<file path="config.mk">
export PLATFORM = sky130hd
export DESIGN_NAME = mtm_alu_out_scheduler
export DESIGN_NICKNAME = d
export VERILOG_FILES = /design/src/rtl/mtm_alu_out_scheduler.sv
export SDC_FILE = /design/constraint.sdc
export NUM_CORES = 1
export LEC_CHECK = 0
export BUFFER_PORTS_ARGS = -buffer_cell sky130_fd_sc_hd__buf_4
export CORE_ASPECT_RATIO = 1.2
export CORE_MARGIN = 8
export CORE_UTILIZATION = 25
export DETAILED_ROUTE_END_ITERATION = 12
export PLACE_DENSITY_LB_ADDON = 0.1
export SYNTH_ARGS = -nofsm -noshare
export SYNTH_HDL_FRONTEND = slang
export SYNTH_SLANG_ARGS = --single-unit
</file>
<file path="constraint.sdc">
create_clock -name i_clk -period 2.7 [get_ports i_clk]
set_input_delay 0.27 -clock i_clk [delete_from_list [all_inputs] [get_ports i_clk]]
set_output_delay 0.27 -clock i_clk [all_outputs]
set_load 0.005 [all_outputs]
</file>
<file path="src/rtl/mtm_alu_out_scheduler.sv">
// Output-side scheduler for the ALU serial link: queues result frames, holds one error frame,
// and issues one frame at a time, spaced so each issue lands while the serializer is idle.
module mtm_alu_out_scheduler #(
    parameter int RES_DEPTH = 4,
    parameter int DATA_CYC  = 56,
    parameter int ERR_CYC   = 12
) (
    input  logic        i_clk,
    input  logic        i_rst,
    input  logic        i_res_valid,
    output logic        o_res_ready,
    input  logic [31:0] i_res_c,
    input  logic [7:0]  i_res_ctl,
    input  logic        i_err_valid,
    output logic        o_err_ready,
    input  logic [7:0]  i_err_ctl,
    output logic        o_err_bad,
    output logic [31:0] o_c,
    output logic [7:0]  o_ctl_out,
    output logic        o_busy,
    output logic [15:0] o_sent_cnt
);
    // state  | meaning
    // IDLE   | nothing in flight; pick error slot first, then result FIFO
    // ISSUE  | one cycle: register chosen frame onto C/CTL_out, pop its source
    // WAIT   | frame being serialized; CTL_out idle until spacing elapses

    localparam int AW     = $clog2(RES_DEPTH);
    localparam int MAXCYC = (DATA_CYC > ERR_CYC) ? DATA_CYC : ERR_CYC;
    localparam int CW     = $clog2(MAXCYC) + 1;

    typedef enum logic [1:0] {
        S_IDLE  = 2'd0,
        S_ISSUE = 2'd1,
        S_WAIT  = 2'd2
    } state_t;

    state_t        r_state;
    logic [CW-1:0] r_cnt;
    logic          r_sel_err;
    logic [AW:0]   r_wr_ptr;
    logic [AW:0]   r_rd_ptr;
    logic [31:0]   r_mem_c   [RES_DEPTH];
    logic [6:0]    r_mem_ctl [RES_DEPTH];
    logic          r_err_full;
    logic [7:0]    r_err_code;
    logic          r_err_bad;
    logic [31:0]   r_c;
    logic [7:0]    r_ctl_out;
    logic [15:0]   r_sent_cnt;

    logic w_res_full;
    logic w_res_empty;
    logic w_push;
    logic w_err_xfer;
    logic w_err_legal;
    logic w_unused;

    assign w_res_empty = (r_wr_ptr == r_rd_ptr);
    assign w_res_full  = (r_wr_ptr[AW] != r_rd_ptr[AW]) &&
                         (r_wr_ptr[AW-1:0] == r_rd_ptr[AW-1:0]);
    assign w_push      = i_res_valid & ~w_res_full;
    assign w_err_xfer  = i_err_valid & ~r_err_full;
    assign w_err_legal = (i_err_ctl == 8'hC9) || (i_err_ctl == 8'h93) || (i_err_ctl == 8'hA5);
    // Bit 7 of the result control byte is never forwarded.
    assign w_unused    = i_res_ctl[7];

    assign o_res_ready = ~w_res_full;
    assign o_err_ready = ~r_err_full;
    assign o_err_bad   = r_err_bad;
    assign o_c         = r_c;
    assign o_ctl_out   = r_ctl_out;
    assign o_sent_cnt  = r_sent_cnt;
    assign o_busy      = (r_state != S_IDLE) | ~w_res_empty | r_err_full;

    always_ff @(posedge i_clk) begin
        if (w_push) begin
            r_mem_c[r_wr_ptr[AW-1:0]]   <= i_res_c;
            r_mem_ctl[r_wr_ptr[AW-1:0]] <= i_res_ctl[6:0];
        end
    end

    always_ff @(posedge i_clk) begin
        if (i_rst) begin
            r_state    <= S_IDLE;
            r_cnt      <= '0;
            r_sel_err  <= 1'b0;
            r_wr_ptr   <= '0;
            r_rd_ptr   <= '0;
            r_err_full <= 1'b0;
            r_err_code <= 8'h00;
            r_err_bad  <= 1'b0;
            r_c        <= 32'h0;
            r_ctl_out  <= 8'hFF;
            r_sent_cnt <= 16'h0;
        end else begin
            r_err_bad <= w_err_xfer & ~w_err_legal;
            if (w_push) begin
                r_wr_ptr <= r_wr_ptr + (AW+1)'(1);
            end
            if (w_err_xfer && w_err_legal) begin
                r_err_full <= 1'b1;
                r_err_code <= i_err_ctl;
            end
            case (r_state)
                S_IDLE: begin
                    r_ctl_out <= 8'hFF;
                    if (r_err_full) begin
                        r_sel_err <= 1'b1;
                        r_state   <= S_ISSUE;
                    end else if (!w_res_empty) begin
                        r_sel_err <= 1'b0;
                        r_state   <= S_ISSUE;
                    end
                end
                S_ISSUE: begin
                    if (r_sel_err) begin
                        r_c        <= 32'h0;
                        r_ctl_out  <= r_err_code;
                        r_cnt      <= CW'(ERR_CYC - 1);
                        r_err_full <= 1'b0;
                    end else begin
                        r_c       <= r_mem_c[r_rd_ptr[AW-1:0]];
                        r_ctl_out <= {1'b0, r_mem_ctl[r_rd_ptr[AW-1:0]]};
                        r_cnt     <= CW'(DATA_CYC - 1);
                        r_rd_ptr  <= r_rd_ptr + (AW+1)'(1);
                    end
                    r_sent_cnt <= r_sent_cnt + 16'd1;
                    r_state    <= S_WAIT;
                end
                S_WAIT: begin
                    r_ctl_out <= 8'hFF;
                    r_cnt     <= r_cnt - CW'(1);
                    // Leave one cycle early so cnt reads 1 during IDLE; issue-to-issue is then exactly *_CYC.
                    if (r_cnt == CW'(2)) begin
                        r_state <= S_IDLE;
                    end
                end
                default: begin
                    r_state <= S_IDLE;
                end
            endcase
        end
    end

endmodule

</file>
==> flow_summary.yaml <==
power:
  p_per_area_nw_per_um2: 887
  power_frac_seq_pct: 43.1
  total_power_mw: 10.6
  p_leak_nw: 4.19
  power_frac_comb_pct: 21.6
  swShare_pct: 26.8
  vdd_drop_max_mv: 0.421
  p_sw_mw: 2.85
  intPower_mw: 7.77
  clkPwrFrac_pct: 35.3
cts:
  h-tree-depth: 1
  clkTransAtPathRegs_ns: 0.06
  clockRootBuffer: "clkbuf_16"
  clkSinkCount: 240
  cts_tree: "built"
  post_cts_buffers: 0
  cts_buffers: 26
  clk_path_buf_depth: 3
  insertion_delay_ns: 0.53
synthesis:
  synthTopCellsByArea: "edfxtp_1, dfxtp_1, mux4_2"
  synth_xor_area_share_pct: 2.00
  synth_seq_cells: 240
  synth_mux_area_share_pct: 10.8
  synthSimpleGateAreaFrac_pct: 9.00
  syn_avg_cell_area_um2: 14.9
  yosys_warnings: 0
  ys_seq_area_share_pct: 69.3
  yosysTopAreaCell: "edfxtp_1"
  netlist_instances: 615
  synth_flop_cell: "edfxtp_1"
  synth_top_area_share_pct: 51.0
  synth_top_family_by_area: "multiplexers"
  synth_edf_count: 156
  netlist_area_um2: 9180
  ys_async_sr_fraction_pct: 0
  yosysUniqueCellTypes: 47
  synth_compound_gate_area_share_pct: 5.04
  synthAdderAreaFrac_pct: 1.77
  synth_fp_nets: 680
detailed_routing:
  vias: 5497
  wl_mm: 23.3
  ant_nets: 0
  drc: 0
  drtIter0Drc: 205
  dr.pass1.iters: 4
  detail_route.wl_per_cell_um: 18.3
  via_per_inst: 4.31
final_layout:
  fillers: 3529
  layout-drive-gt1-share_pct: 27.6
  area_growth_pct: 30.3
  num_antenna_cells: 0
  final_util_pct: 32.8
  fin_nets: 847
global_route:
  grt_max_degree: 45
  grt_usage_pct: 10.7
  grt_pass1_vias: 6011
  grt_pass1_wl_mm: 35.3
  grt_overflow: 0
  antenna_found_initial: 0
flow_run:
  maxCapViolations: 0
floorplan:
  ios: 112
  die_area_um2: 43100
  rows: 77
  coreArea_um2: 36500
  initial_utilization_pct: 25.1
  die_w_um: 191
  die_h_um: 226
setup_path:
  cp-end-kind: "output port"
  worstPathRequired_ns: 2.43
  setup.worst_path.start_class: "register"
  critPathKind: "register to output port"
  path_max_fanout: 4
  crit_arrival_ns: 2.07
timing:
  slew_headroom_pct: 52.6
  tightest_slew_ns: 0.702
  fin_tns_setup_ns: 0
  finalSetupViolations: 0
  min_period_ns: 2.34
  max_freq_ghz: 0.428
  period_share_pct: 86.5
  fin_skew_ns: 0.0171
  rsz0062_at_grt: "no"
  whs_ns: 0.0493
  hold_violations: 0
  maxSlewViolCount: 0
placed_design:
  finalWeightedCongestion: 0.737
  portBuffers: 110
  dp_hpwl_mm: 14.3
outcome:
  outcome: "finished clean"
worst_hold_path:
  hp-class: "primary input to register"
-- worst max-delay path, cell delays in order, from the launching register on --
cell     delay (ns)
dfxtp_1        0.33
xnor2_1        0.26
nor4b_1        0.62
nand2_1        0.15
buf_4          0.17
-- synth_stat cells (2+ instances only) --
cell type,number
clkbuf_1,19
nor2_1,66
nor2b_1,34
nor4_1,8
inv_1,20
o2bb2ai_1,2
o21ai_0,16
or3_1,3
xnor2_1,13
nand2_1,18
nand3_1,8
xor2_1,8
buf_1,2
nor3_1,6
nand4_1,7
edfxtp_1,156
nand4bb_1,2
mux2i_1,11
dfxtp_1,84
mux4_2,39
a21oi_1,47
and2_1,3
buf_2,5
ha_1,13
and3_1,2
o31a_1,2
-- flip-flops by register name (all words and copies together), names as in the netlist, 7 cells and up, named ones only --
| signal | cells |
|---|---|
| r_err_code | 8 |
| r_cnt | 7 |
| o_c | 32 |
| r_mem_ctl | 28 |
| r_mem_c | 128 |
| o_sent_cnt | 16 |
| o_ctl_out | 8 |
-- stage by stage --
stage	cells	setup WS [ns]	instance area (um^2)
2_1_floorplan	615	0.431	9180
3_3_place_gp	1188	0.545	10700
3_5_place_dp	1188	0.518	10700
4_1_cts	1276	0.244	12000
5_1_grt	1276	0.0518	12000
6_report	1276	0.365	12000
-- cells in the final DEF, fill, tap and decap left out, types with 5 or more instances in the layout --
| cell | synthesis | final |
|---|---|---|
| xor2_1 | 8 | 8 |
| buf_4 | 1 | 123 |
| clkinv_2 | 0 | 9 |
| nand3_1 | 8 | 8 |
| nand2_1 | 18 | 18 |
| o21ai_0 | 16 | 16 |
| edfxtp_1 | 156 | 156 |
| ha_1 | 13 | 12 |
| xnor2_1 | 13 | 13 |
| bufinv_16 | 0 | 5 |
| inv_1 | 20 | 19 |
| nor2_1 | 66 | 66 |
| nor2b_1 | 34 | 33 |
| nor3_1 | 6 | 6 |
| clkbuf_1 | 19 | 5 |
| clkbuf_16 | 0 | 27 |
| mux2i_1 | 11 | 11 |
| nand4_1 | 7 | 7 |
| dfxtp_1 | 84 | 82 |
| nor4_1 | 8 | 8 |
| dlygate4sd3_1 | 0 | 40 |
| mux4_2 | 39 | 39 |
| a21oi_1 | 47 | 47 |
-- final timing paths --
| path | startpoint | end | slack (ns) | cells after the start |
|---|---|---|---|---|
| setup / recovery | r_rd_ptr[2] | o_busy | 0.36 | 4 |
| hold / removal | i_err_ctl[6] | r_err_code[6] | 0.05 | 3 |
| setup reg to reg | r_wr_ptr[0] | r_mem_ctl[3][0] | 0.56 | 4 |
| hold reg to reg | r_err_code[7] | r_err_code[7] | 0.47 | 1 |
-- power groups by stage --
stage / clock network (mW) / registers [mW] / logic [mW]
2_1_floorplan: 0 / 4.53 / 1.46
3_3_place_gp: 0 / 4.65 / 2.29
3_5_place_dp: 0 / 4.66 / 2.32
4_1_cts: 3.90 / 4.59 / 2.38
5_1_grt: 4.04 / 4.63 / 2.55
6_report: 3.75 / 4.57 / 2.30
-- logic make-up after synthesis --
family / after synthesis
AO/OA/AOI/OAI: 79
AND/OR/NAND/NOR: 164
flip-flops: 240
XOR/XNOR: 21
buffers and inverters: 48
adder cells (fa/ha/maj): 13
multiplexers: 50
-- final cells by class --
class                           instances  area [um^2]  area share, %
Tap cell                              474          593           4.96
Clock buffer                           32          694           5.80
Timing Repair Buffer                  166         1380           11.6
Inverter                               21         78.8          0.659
Sequential cell                       240         6370           53.2
Multi-Input combinational cell        327         2640           22.0
Clock inverter                         16          206           1.73
-- per-layer routing --
layer  track usage (%)  up-vias  wire [um]
li1                  -     2631          -
met1              12.3     2732       9810
met2              19.3      107      12000
met3              2.75       27       1080
met4              3.16        0        406
met5                 0        -          0
-- what timing repair did --
item                                    in CTS  in global routing
resized for setup                            0                  0
hold buffers                                40                  0
hold endpoints to repair                   158                  0
endpoints found under the setup margin       0                  0
Note: power is estimated with default switching activity, not from simulation.
